**config.mk**
```make
export PLATFORM = sky130hd
export DESIGN_NAME = alu_operand_stage_flat
export DESIGN_NICKNAME = d
export VERILOG_FILES = /design/src/rtl/alu_pkg.sv /design/src/rtl/alu_operand_stage_if.sv /design/src/rtl/alu_operand_stage_fwd_select.sv /design/src/rtl/alu_operand_stage.sv /design/src/flat_wrapper.sv
export SDC_FILE = /design/constraint.sdc
export NUM_CORES = 1
export LEC_CHECK = 0
export CAP_MARGIN = 20
export CORE_AREA = 2 2 131 133
export DETAILED_ROUTE_END_ITERATION = 7
export DIE_AREA = 0 0 133 135
export PLACE_DENSITY = 0.93
export SYNTH_ARGS = -nofsm -noshare
export SYNTH_HDL_FRONTEND = slang
export SYNTH_SLANG_ARGS = --single-unit
```
**constraint.sdc**
```tcl
create_clock -name clk -period 5.1 [get_ports clk]
set_clock_uncertainty 0.15 [all_clocks]
set_input_delay 0.765 -clock clk [delete_from_list [all_inputs] [get_ports clk]]
set_output_delay 0.765 -clock clk [all_outputs]
set_load 0.05 [all_outputs]
```
**src/rtl/alu_pkg.sv**
```systemverilog
// Shared constants and types for the ALU operand stage: default widths,
// ALU/branch opcode encodings and the operand-select enums.
package alu_pkg;

    localparam int XLEN_DEF      = 32;
    localparam int REG_IDX_W_DEF = 5;
    localparam int NUM_FWD_DEF   = 2;
    localparam int ALUOP_W_DEF   = 4;
    localparam int BROP_W_DEF    = 3;
    localparam int PERF_W_DEF    = 16;

    // ALU opcodes
    localparam int ALU_ADD  = 0;
    localparam int ALU_SUB  = 1;
    localparam int ALU_AND  = 2;
    localparam int ALU_OR   = 3;
    localparam int ALU_XOR  = 4;
    localparam int ALU_SLL  = 5;
    localparam int ALU_SRL  = 6;
    localparam int ALU_SRA  = 7;
    localparam int ALU_SLT  = 8;
    localparam int ALU_SLTU = 9;

    // Branch opcodes; BR_NONE marks a non-branch instruction
    localparam int BR_NONE = 0;
    localparam int BR_BEQ  = 1;
    localparam int BR_BNE  = 2;
    localparam int BR_BLT  = 3;
    localparam int BR_BGE  = 4;
    localparam int BR_BLTU = 5;
    localparam int BR_BGEU = 6;
    localparam int BR_JAL  = 7;

    // Source of ALU operand 1: forwarded rs1 or the next PC (branches)
    typedef enum logic {
        SRC1_REG = 1'b0,
        SRC1_NPC = 1'b1
    } src1_sel_e;

    // Source of ALU operand 2: forwarded rs2 or the immediate
    typedef enum logic {
        SRC2_REG = 1'b0,
        SRC2_IMM = 1'b1
    } src2_sel_e;

endpackage

```
**src/rtl/alu_operand_stage_if.sv**
```systemverilog
// Decode-to-ALU bus of the operand stage: the decode-side valid/ready
// transfer and the ALU-side valid/ready transfer. The stage is the slave.
interface alu_operand_stage_if
    import alu_pkg::*;
#(
    parameter int XLEN      = XLEN_DEF,
    parameter int REG_IDX_W = REG_IDX_W_DEF,
    parameter int ALUOP_W   = ALUOP_W_DEF,
    parameter int BROP_W    = BROP_W_DEF
) ();

    // decode side
    logic                 in_valid;
    logic                 in_ready;
    logic [XLEN-1:0]      in_a;
    logic [XLEN-1:0]      in_b;
    logic [XLEN-1:0]      in_imm;
    logic [XLEN-1:0]      in_npc;
    logic [REG_IDX_W-1:0] in_rs1;
    logic [REG_IDX_W-1:0] in_rs2;
    logic                 in_use_rs1;
    logic                 in_use_rs2;
    logic [BROP_W-1:0]    in_branch_op;
    logic                 in_alu_src;
    logic [ALUOP_W-1:0]   in_alu_op;

    // ALU side
    logic                 out_valid;
    logic                 out_ready;
    logic [XLEN-1:0]      out_alu_in1;
    logic [XLEN-1:0]      out_alu_in2;
    logic [XLEN-1:0]      out_store_data;
    logic [ALUOP_W-1:0]   out_alu_op;
    logic [BROP_W-1:0]    out_branch_op;

    modport master (
        output in_valid, in_a, in_b, in_imm, in_npc, in_rs1, in_rs2,
               in_use_rs1, in_use_rs2, in_branch_op, in_alu_src, in_alu_op,
               out_ready,
        input  in_ready,
               out_valid, out_alu_in1, out_alu_in2, out_store_data,
               out_alu_op, out_branch_op
    );

    modport slave (
        input  in_valid, in_a, in_b, in_imm, in_npc, in_rs1, in_rs2,
               in_use_rs1, in_use_rs2, in_branch_op, in_alu_src, in_alu_op,
               out_ready,
        output in_ready,
               out_valid, out_alu_in1, out_alu_in2, out_store_data,
               out_alu_op, out_branch_op
    );

endinterface

```
**src/rtl/alu_operand_stage_fwd_select.sv**
```systemverilog
// Priority forwarding mux for one source register. The youngest in-flight
// producer (lowest index) writing the register wins; register 0 and unused
// sources never forward. 'pending' reports whether the winner is not ready.
module fwd_select
    import alu_pkg::*;
#(
    parameter int XLEN      = XLEN_DEF,
    parameter int REG_IDX_W = REG_IDX_W_DEF,
    parameter int NUM_FWD   = NUM_FWD_DEF
) (
    input  logic [REG_IDX_W-1:0]         idx,
    input  logic                         use_src,
    input  logic [XLEN-1:0]              rf_val,
    input  logic [NUM_FWD-1:0]           fwd_valid,
    input  logic [NUM_FWD-1:0]           fwd_pending,
    input  logic [NUM_FWD*REG_IDX_W-1:0] fwd_rd,
    input  logic [NUM_FWD*XLEN-1:0]      fwd_data,
    output logic [XLEN-1:0]              value,
    output logic                         pending
);

    // Scan oldest to youngest so the youngest match overwrites older ones
    always_comb begin
        // NOTE: outputs get defaults before the scan so every path assigns them and no latch is inferred.
        value   = rf_val;
        pending = 1'b0;
        for (int i = NUM_FWD - 1; i >= 0; i--) begin
            if (use_src && (idx != '0) && fwd_valid[i] &&
                (fwd_rd[i*REG_IDX_W +: REG_IDX_W] == idx)) begin
                value   = fwd_data[i*XLEN +: XLEN];
                pending = fwd_pending[i];
            end
        end
    end

endmodule

```
**src/rtl/alu_operand_stage.sv**
```systemverilog
// Registered ID/EX operand stage: resolves ALU operands from register-file
// data, forwarding sources, immediate and next PC, with load-use stall,
// valid/ready handshake on both sides and flush.
// Optional stall counter: define ALU_OPERAND_PERF_EN to add the stall_cnt port.
module alu_operand_stage
    import alu_pkg::*;
#(
    parameter int XLEN      = XLEN_DEF,
    parameter int REG_IDX_W = REG_IDX_W_DEF,
    parameter int NUM_FWD   = NUM_FWD_DEF,
    parameter int ALUOP_W   = ALUOP_W_DEF,
    parameter int BROP_W    = BROP_W_DEF
`ifdef ALU_OPERAND_PERF_EN
    ,
    parameter int PERF_W    = PERF_W_DEF
`endif
) (
    input  logic                         clk,
    input  logic                         rst_n,
    input  logic                         flush,
    alu_operand_stage_if.slave           bus,
    input  logic [NUM_FWD-1:0]           fwd_valid,
    input  logic [NUM_FWD-1:0]           fwd_pending,
    input  logic [NUM_FWD*REG_IDX_W-1:0] fwd_rd,
    input  logic [NUM_FWD*XLEN-1:0]      fwd_data
`ifdef ALU_OPERAND_PERF_EN
    ,
    output logic [PERF_W-1:0]            stall_cnt
`endif
);

    logic [XLEN-1:0] op_a;
    logic [XLEN-1:0] op_b;
    logic            pend_a;
    logic            pend_b;
    logic            hazard;
    logic            in_ready;
    logic            capture;
    src1_sel_e       src1_sel;
    src2_sel_e       src2_sel;

    logic               valid_q,   valid_d;
    logic [XLEN-1:0]    alu_in1_q, alu_in1_d;
    logic [XLEN-1:0]    alu_in2_q, alu_in2_d;
    logic [XLEN-1:0]    store_q,   store_d;
    logic [ALUOP_W-1:0] alu_op_q,  alu_op_d;
    logic [BROP_W-1:0]  br_op_q,   br_op_d;

    fwd_select #(
        .XLEN      (XLEN),
        .REG_IDX_W (REG_IDX_W),
        .NUM_FWD   (NUM_FWD)
    ) u_fwd_rs1 (
        .idx         (bus.in_rs1),
        .use_src     (bus.in_use_rs1),
        .rf_val      (bus.in_a),
        .fwd_valid   (fwd_valid),
        .fwd_pending (fwd_pending),
        .fwd_rd      (fwd_rd),
        .fwd_data    (fwd_data),
        .value       (op_a),
        .pending     (pend_a)
    );

    fwd_select #(
        .XLEN      (XLEN),
        .REG_IDX_W (REG_IDX_W),
        .NUM_FWD   (NUM_FWD)
    ) u_fwd_rs2 (
        .idx         (bus.in_rs2),
        .use_src     (bus.in_use_rs2),
        .rf_val      (bus.in_b),
        .fwd_valid   (fwd_valid),
        .fwd_pending (fwd_pending),
        .fwd_rd      (fwd_rd),
        .fwd_data    (fwd_data),
        .value       (op_b),
        .pending     (pend_b)
    );

    // Load-use hazard, handshake and operand-source selection
    always_comb begin
        hazard   = pend_a | pend_b;
        in_ready = !flush && !hazard && (!valid_q || bus.out_ready);
        capture  = bus.in_valid && in_ready;
        src1_sel = (bus.in_branch_op == BROP_W'(BR_NONE)) ? SRC1_REG : SRC1_NPC;
        src2_sel = bus.in_alu_src ? SRC2_IMM : SRC2_REG;
    end

    // Next state of the output entry: flush, then capture, then drain, else hold
    always_comb begin
        valid_d   = valid_q;
        alu_in1_d = alu_in1_q;
        alu_in2_d = alu_in2_q;
        store_d   = store_q;
        alu_op_d  = alu_op_q;
        br_op_d   = br_op_q;
        if (flush) begin
            valid_d = 1'b0;
        end else if (capture) begin
            valid_d   = 1'b1;
            alu_in1_d = (src1_sel == SRC1_NPC) ? bus.in_npc : op_a;
            alu_in2_d = (src2_sel == SRC2_IMM) ? bus.in_imm : op_b;
            store_d   = op_b;
            alu_op_d  = bus.in_alu_op;
            br_op_d   = bus.in_branch_op;
        end else if (bus.out_ready) begin
            valid_d = 1'b0;
        end
    end

    // Output entry registers
    always_ff @(posedge clk or negedge rst_n) begin
        // NOTE: sequential state uses non-blocking assignments; the datapath registers are reset as well so nothing from before reset is ever presented.
        if (!rst_n) begin
            valid_q   <= 1'b0;
            alu_in1_q <= '0;
            alu_in2_q <= '0;
            store_q   <= '0;
            alu_op_q  <= '0;
            br_op_q   <= '0;
        end else begin
            valid_q   <= valid_d;
            alu_in1_q <= alu_in1_d;
            alu_in2_q <= alu_in2_d;
            store_q   <= store_d;
            alu_op_q  <= alu_op_d;
            br_op_q   <= br_op_d;
        end
    end

    assign bus.in_ready       = in_ready;
    assign bus.out_valid      = valid_q;
    assign bus.out_alu_in1    = alu_in1_q;
    assign bus.out_alu_in2    = alu_in2_q;
    assign bus.out_store_data = store_q;
    assign bus.out_alu_op     = alu_op_q;
    assign bus.out_branch_op  = br_op_q;

`ifdef ALU_OPERAND_PERF_EN
    logic [PERF_W-1:0] stall_cnt_q, stall_cnt_d;

    // Saturating count of cycles an instruction waits on a load-use hazard
    always_comb begin
        stall_cnt_d = stall_cnt_q;
        if (bus.in_valid && hazard && !flush && (stall_cnt_q != '1)) begin
            stall_cnt_d = stall_cnt_q + 1'b1;
        end
    end

    // Stall counter register
    always_ff @(posedge clk or negedge rst_n) begin
        if (!rst_n) begin
            stall_cnt_q <= '0;
        end else begin
            stall_cnt_q <= stall_cnt_d;
        end
    end

    assign stall_cnt = stall_cnt_q;
`endif

endmodule

```
**src/flat_wrapper.sv**
```systemverilog
// flat-port wrapper written by rule: the top's interface ports become plain ports
module alu_operand_stage_flat import alu_pkg::*;
#(
    parameter int XLEN      = XLEN_DEF,
    parameter int REG_IDX_W = REG_IDX_W_DEF,
    parameter int NUM_FWD   = NUM_FWD_DEF,
    parameter int ALUOP_W   = ALUOP_W_DEF,
    parameter int BROP_W    = BROP_W_DEF

)
  (clk, rst_n, flush, fwd_valid, fwd_pending, fwd_rd, fwd_data, bus_in_valid, bus_in_a, bus_in_b, bus_in_imm, bus_in_npc, bus_in_rs1, bus_in_rs2, bus_in_use_rs1, bus_in_use_rs2, bus_in_branch_op, bus_in_alu_src, bus_in_alu_op, bus_out_ready, bus_in_ready, bus_out_valid, bus_out_alu_in1, bus_out_alu_in2, bus_out_store_data, bus_out_alu_op, bus_out_branch_op);
  alu_operand_stage_if #(.XLEN(XLEN), .REG_IDX_W(REG_IDX_W), .ALUOP_W(ALUOP_W), .BROP_W(BROP_W)) bus_i ();
  input  logic clk;
  input  logic rst_n;
  input  logic flush;
  input  logic [NUM_FWD-1:0] fwd_valid;
  input  logic [NUM_FWD-1:0] fwd_pending;
  input  logic [NUM_FWD*REG_IDX_W-1:0] fwd_rd;
  input  logic [NUM_FWD*XLEN-1:0] fwd_data;
  input wire logic [$bits(bus_i.in_valid)-1:0] bus_in_valid;
  input wire logic [$bits(bus_i.in_a)-1:0] bus_in_a;
  input wire logic [$bits(bus_i.in_b)-1:0] bus_in_b;
  input wire logic [$bits(bus_i.in_imm)-1:0] bus_in_imm;
  input wire logic [$bits(bus_i.in_npc)-1:0] bus_in_npc;
  input wire logic [$bits(bus_i.in_rs1)-1:0] bus_in_rs1;
  input wire logic [$bits(bus_i.in_rs2)-1:0] bus_in_rs2;
  input wire logic [$bits(bus_i.in_use_rs1)-1:0] bus_in_use_rs1;
  input wire logic [$bits(bus_i.in_use_rs2)-1:0] bus_in_use_rs2;
  input wire logic [$bits(bus_i.in_branch_op)-1:0] bus_in_branch_op;
  input wire logic [$bits(bus_i.in_alu_src)-1:0] bus_in_alu_src;
  input wire logic [$bits(bus_i.in_alu_op)-1:0] bus_in_alu_op;
  input wire logic [$bits(bus_i.out_ready)-1:0] bus_out_ready;
  output wire logic [$bits(bus_i.in_ready)-1:0] bus_in_ready;
  output wire logic [$bits(bus_i.out_valid)-1:0] bus_out_valid;
  output wire logic [$bits(bus_i.out_alu_in1)-1:0] bus_out_alu_in1;
  output wire logic [$bits(bus_i.out_alu_in2)-1:0] bus_out_alu_in2;
  output wire logic [$bits(bus_i.out_store_data)-1:0] bus_out_store_data;
  output wire logic [$bits(bus_i.out_alu_op)-1:0] bus_out_alu_op;
  output wire logic [$bits(bus_i.out_branch_op)-1:0] bus_out_branch_op;
  assign bus_i.in_valid = bus_in_valid;
  assign bus_i.in_a = bus_in_a;
  assign bus_i.in_b = bus_in_b;
  assign bus_i.in_imm = bus_in_imm;
  assign bus_i.in_npc = bus_in_npc;
  assign bus_i.in_rs1 = bus_in_rs1;
  assign bus_i.in_rs2 = bus_in_rs2;
  assign bus_i.in_use_rs1 = bus_in_use_rs1;
  assign bus_i.in_use_rs2 = bus_in_use_rs2;
  assign bus_i.in_branch_op = bus_in_branch_op;
  assign bus_i.in_alu_src = bus_in_alu_src;
  assign bus_i.in_alu_op = bus_in_alu_op;
  assign bus_i.out_ready = bus_out_ready;
  assign bus_in_ready = bus_i.in_ready;
  assign bus_out_valid = bus_i.out_valid;
  assign bus_out_alu_in1 = bus_i.out_alu_in1;
  assign bus_out_alu_in2 = bus_i.out_alu_in2;
  assign bus_out_store_data = bus_i.out_store_data;
  assign bus_out_alu_op = bus_i.out_alu_op;
  assign bus_out_branch_op = bus_i.out_branch_op;
  alu_operand_stage #(.XLEN(XLEN), .REG_IDX_W(REG_IDX_W), .NUM_FWD(NUM_FWD), .ALUOP_W(ALUOP_W), .BROP_W(BROP_W)) u_core (.clk(clk), .rst_n(rst_n), .flush(flush), .bus(bus_i), .fwd_valid(fwd_valid), .fwd_pending(fwd_pending), .fwd_rd(fwd_rd), .fwd_data(fwd_data));
endmodule
```
* After elaboration in Yosys (flattened, before gate mapping)
Index checks and enable logic that the tools add are counted.
Storage, ports and cells: bits in registers 104, output and inout bits 105, memories kept 0, input bits 231, ROM bits 0, RAM bits 0, latch bits 0
Cells by class: $mul 0, multiplexer cells 14, order comparisons 0, bitwise logic cells 2, shifts and indexed selects 0, divide/modulo/power cells 0, add/sub/neg operators 0, equal/unequal tests 4, reduce and logical (&&, ||, !) cells 22
Operators by type and width (number):
- 32-bit two-way mux | 6
- 5-bit == test | 4
- 1-bit logical AND | 13
- 5-bit nonzero test | 2
- 1-bit two-way mux | 8
- 1-bit logical NOT | 3
- 3-bit logical NOT | 1
- 3-bit nonzero test | 1
- 2-bit AND reduction | 1
- 1-bit logical OR | 1
- 1-bit inverter | 1
- 1-bit bitwise OR | 1

* Longest topological paths before layout
depth in word-level cells 13, mapped depth 8, gate-level depth less buffers 6

* Modules after synthesis
From an unflattened synthesis, not the netlist that was laid out.
Second synthesis, totals: cell total of the unflattened synthesis 651, area, all modules 7011.7 um^2
By module, submodules not included:
- alu_operand_stage | cells an instance 297, area an instance 4894.7 um^2, times used 1
- fwd_select | cells an instance 177, area an instance 1058.5 um^2, times used 2

* Worst setup path before layout
Ideal clock, no wire load.
path type input to output, start point input bus_in_rs1[1], end point output bus_in_ready, setup slack 1859 ps, path buffers 1, stages 5, arrival time 2326 ps, cells stage by stage or4_1 > o211a_1 > buf_2 > a32oi_2 > o211a_1
Between the ends: cells in the longest elaborated chain, start to end 10
RTL lines:
- start, declared | RTL line flat_wrapper.sv:25 | input wire logic [$bits(bus_i.in_rs1)-1:0] bus_in_rs1;
- 5-bit nonzero test | RTL line alu_operand_stage_fwd_select.sv:28 | if (use_src && (idx != '0) && fwd_valid[i] &&
- 1-bit logical AND (3 in a row) | RTL line alu_operand_stage_fwd_select.sv:28
- 1-bit two-way mux | RTL line alu_operand_stage_fwd_select.sv:28
- 1-bit two-way mux (*) | RTL line alu_operand_stage_fwd_select.sv:28
- 1-bit bitwise OR (*) | RTL line alu_operand_stage.sv:83 | hazard = pend_a | pend_b;
- 1-bit logical NOT (*) | RTL line alu_operand_stage.sv:84 | in_ready = !flush && !hazard && (!valid_q || bus.out_ready);
- 1-bit logical AND (*) (2 in a row) | RTL line alu_operand_stage.sv:84
- end, declared | RTL line flat_wrapper.sv:33 | output wire logic [$bits(bus_i.in_ready)-1:0] bus_in_ready;
Mark *: on every way between the ends. The rest lies on a longest branch, timed or not.

* Final worst setup path
Same ends and word-level chain as after synthesis.

==> results.md <==
| Metric | This run |
| --- | --- |
| Outcome | completed |
| Met1 global-route usage | 0.343 |
| Share of Yosys cell area claimed by the top area cell type | 0.385 |
| Clock transition at the register clock pins on the worst setup and hold paths after CTS | 0.07 ns |
| Setup slack on the worst flop-to-flop path | 3.14 ns |
| Time the worst path needs with I/O delays and setup | 4.15 ns |
| Detailed placement HPWL | 19500 um |
| Simple-gate share of the synthesized area | 0.113 |
| Cell count after synthesis | 675 |
| Overall die width | 133 um |
| Required time worst endpoint | 4.18 ns |
| Average vias per placed instance | 5.87 |
| Worst flop-to-flop path startpoint | u_core.bus.out_valid |
| Fin worst setup slack | 0.950 ns |
| Top-Level Pins | 336 |
| Largest net degree at the start of global routing | 97 |
| Number of buffers added to fix hold violations after cts | 0 |
| Flip-flop cell with the highest count after synthesis | dfrtp_1 |
| Period utilization | 0.814 |
| Power per cell area | 326 nW/um^2 |
| Drt drc | 0 |
| #FFs+latches synth | 104 |
| Post-Syn Area per Cell | 10.0 um^2 |
| # resized after CTS | 0 |
| Post-CTS setup buffers | 0 |
| Number of enable flip-flop cells after synthesis | 0 |
| TritonCTS Buffers | 9 |
| TritonRoute pass-1 iters | 5 |
| Unrepaired setup endpoints after global routing | no |
| Grt ovf | 0 |
| Area fraction in compound gates after synthesis | 0.163 |
| Most used routing layer | met2 |
| Clock Latency Late Sink | 0.34 ns |
| Die outline area | 18000 um^2 |
| Synth Cell Area | 6760 um^2 |
| Launching element of the worst setup path | bus_in_rs1[1] |
| DRC marker count from the first detailed-route iteration | 519 |
| Cell with the most instances after synthesis | dfrtp_1 |
| Buffer type at the clock tree root | clkbuf_16 |
| Pre-CTS setup slack | 0.827 ns |
| Final net count | 1206 |
| Site row count | 47 |
| Gpl congestion | 0.902 |
| Critical Path Fanout Max | 19 |
| Capturing point of the worst reg2reg path | u_core.bus.out_alu_in2[15] |
| Critical path endpoint | bus_in_ready |
| Warnings, synthesis | 0 |
| Cell type contributing the most total cell area after synthesis | dfrtp_1 |
| Highest Clock Rate | 241 MHz |
| Setup violation total in the final timing report | 0 |
| TritonCTS sink count | 104 |
| Final number of hold-violating endpoints | 0 |
| Post-detailed-route wirelength per cell | 22.6 um |
| Initial cell density of the core | 0.412 |
| Largest cells by area after synthesis | dfrtp_1 (38%), mux2_4 (13%), a221oi_1 (8.3%), mux2_2 (7.3%), mux2i_1 (4.7%) |
| Number of max-slew violations in the final report | 0 |
| Post-synthesis mux area share | 0.252 |
| Remaining max-slew budget at the tightest pin | 0.314 |
| Static Leakage | 4.75 nW |
| Setup TNS | 0 ns |
| Depth of the CTS H-tree | 3 |
| Startpoint Class | primary input |
| Area of the core region | 16400 um^2 |
| Number of library cell types mapped by synthesis | 33 |
| Met2 Usage GRT | 0.510 |
| Crit path DAT | 3.24 ns |
| Share of flip-flops with an asynchronous set or reset after synthesis | 1.00 |
| Via count of the first global-routing pass | 7403 |
| Number of vias after detailed routing | 7041 |
| Post-Syn Nets | 906 |
| Fraction of final layout cells with drive strength greater than 1 | 0.147 |
| Antenna-violating nets left | 0 |
| Tightest Pin Transition | 1.03 ns |
| Count of maximum capacitance violations | 0 |
| Sequential-to-total area share from yosys stat | 0.385 |
| Layout area overhead | 56.2% |
| Total global-route track usage | 0.300 |
| Cell types with the highest counts after synthesis | dfrtp_1 (104), a221oi_1 (64), o21ai_0 (60) |
| Met3 usage | 0.0818 |
| Critical path class | in -> out |
| First-pass GRT wire length | 41400 um |
| Kind of path behind the tightest hold check | in -> async |
| IR drop worst, VDD | 195 uV |
| Maximum clock insertion buffer count | 2 |
| Final wirelength | 27100 um |
| Initial antenna violation count | 1 |
| Port Buffers | 335 |
| Xor/xnor share of the synthesized area | 0.0259 |
| Post-synthesis share of cell area spent on full adders, half adders and majority gates | 0 |
| TritonCTS clock tree | built |
| Element type at the critical path end | primary output |
| Largest family of logic cells by synthesized area | multiplexers |
| Die outline height | 135 um |
| Worst r2r path cells | 5 |
==> worst max-delay path, cell delays in order <==
cell and delay, ns:
clkdlybuf4s50_1 0.47, or4_1 0.56, o211a_1 0.57, a32oi_2 0.45, o211a_1 0.20, buf_4 0.20
==> routing by layer <==
metal,share of wire,wire [um]
met3,0.10,2730
met4,0.046,1240
met5,0,0
met1,0.36,9870
met2,0.49,13300
==> worst min-delay path by stage <==
| stage | from | endpoint | slack [ns] | cells past startpoint |
|---|---|---|---|---|
| 2_1_floorplan | rst_n | u_core.bus.out_alu_in1[0] | 0.32 | 0 |
| 3_3_place_gp | u_core.bus.out_store_data[24] | u_core.bus.out_store_data[24] | 0.34 | 1 |
| 3_5_place_dp | u_core.bus.out_alu_in2[13] | u_core.bus.out_alu_in2[13] | 0.34 | 1 |
| 4_1_cts | rst_n | u_core.bus.out_alu_in2[1] | 0.36 | 1 |
| 5_1_grt | u_core.bus.out_store_data[1] | u_core.bus.out_store_data[1] | 0.37 | 1 |
| 6_report | rst_n | u_core.bus.out_alu_in2[1] | 0.34 | 1 |
==> sequential cells by signal, indices dropped and copies added, names as in the netlist <==
register / flops
u_core.bus.out_alu_in1: 32
u_core.bus.out_valid: 1
u_core.bus.out_store_data: 32
u_core.bus.out_branch_op: 3
u_core.bus.out_alu_in2: 32
u_core.bus.out_alu_op: 4
==> metrics by stage <==
step                      instances  power, mW  hold WS [ns]   util  cell area, um^2
final                          1200       3.44         0.344  0.644            10600
after CTS                      1199       3.46         0.360  0.643            10600
after detailed placement       1184       2.74         0.342  0.626            10300
after global routing           1199       3.57         0.371  0.643            10600
after global placement         1183       2.72         0.337  0.625            10300
after floorplan                 675       2.06         0.319      -             6760
==> report_power, final <==
group	leakage (nW)	internal (mW)	switching (mW)
combinational	3.39	0.691	0.951
sequential	1.22	0.993	0.102
clock	0.141	0.377	0.329
total	4.75	2.06	1.38
==> kinds of logic after synthesis <==
family | Yosys count
and+or+nand+nor | 156
xor gates and xnor gates | 20
DFF | 104
AOI/OAI and AO/OA | 166
muxes | 135
buffers and inverters | 94
==> layout make-up <==
type / instances / area, um^2
clock inverter: 6 / 61.3
clock buffer: 9 / 225
multi-input combinational: 477 / 3780
fill: 1254 / 5850
timing repair buffer: 350 / 3480
inverter: 33 / 124
sequential: 104 / 2600
tap: 220 / 275
antenna: 1 / 2.50
==> cell usage in the layout, fill, tap and decap left out, types with 2 or more instances in the layout <==
cell | Yosys | routed
nand4_1 | 3 | 3
clkinv_2 | 0 | 3
mux2_4 | 59 | 59
xor2_1 | 10 | 10
o21ai_0 | 60 | 60
buf_4 | 0 | 14
or4_1 | 2 | 2
nor2_1 | 37 | 36
mux2_2 | 44 | 44
clkbuf_16 | 0 | 9
mux2i_1 | 32 | 32
and3_1 | 32 | 32
o211a_1 | 2 | 2
xnor2_1 | 10 | 10
buf_12 | 0 | 2
nor4_1 | 3 | 2
inv_1 | 33 | 33
clkdlybuf4s50_1 | 0 | 332
a21oi_1 | 32 | 32
o21ai_1 | 6 | 6
dfrtp_1 | 104 | 104
nor3_1 | 34 | 33
a221oi_1 | 64 | 64
nand2_1 | 36 | 36
Power figures use the tool's default switching activity.
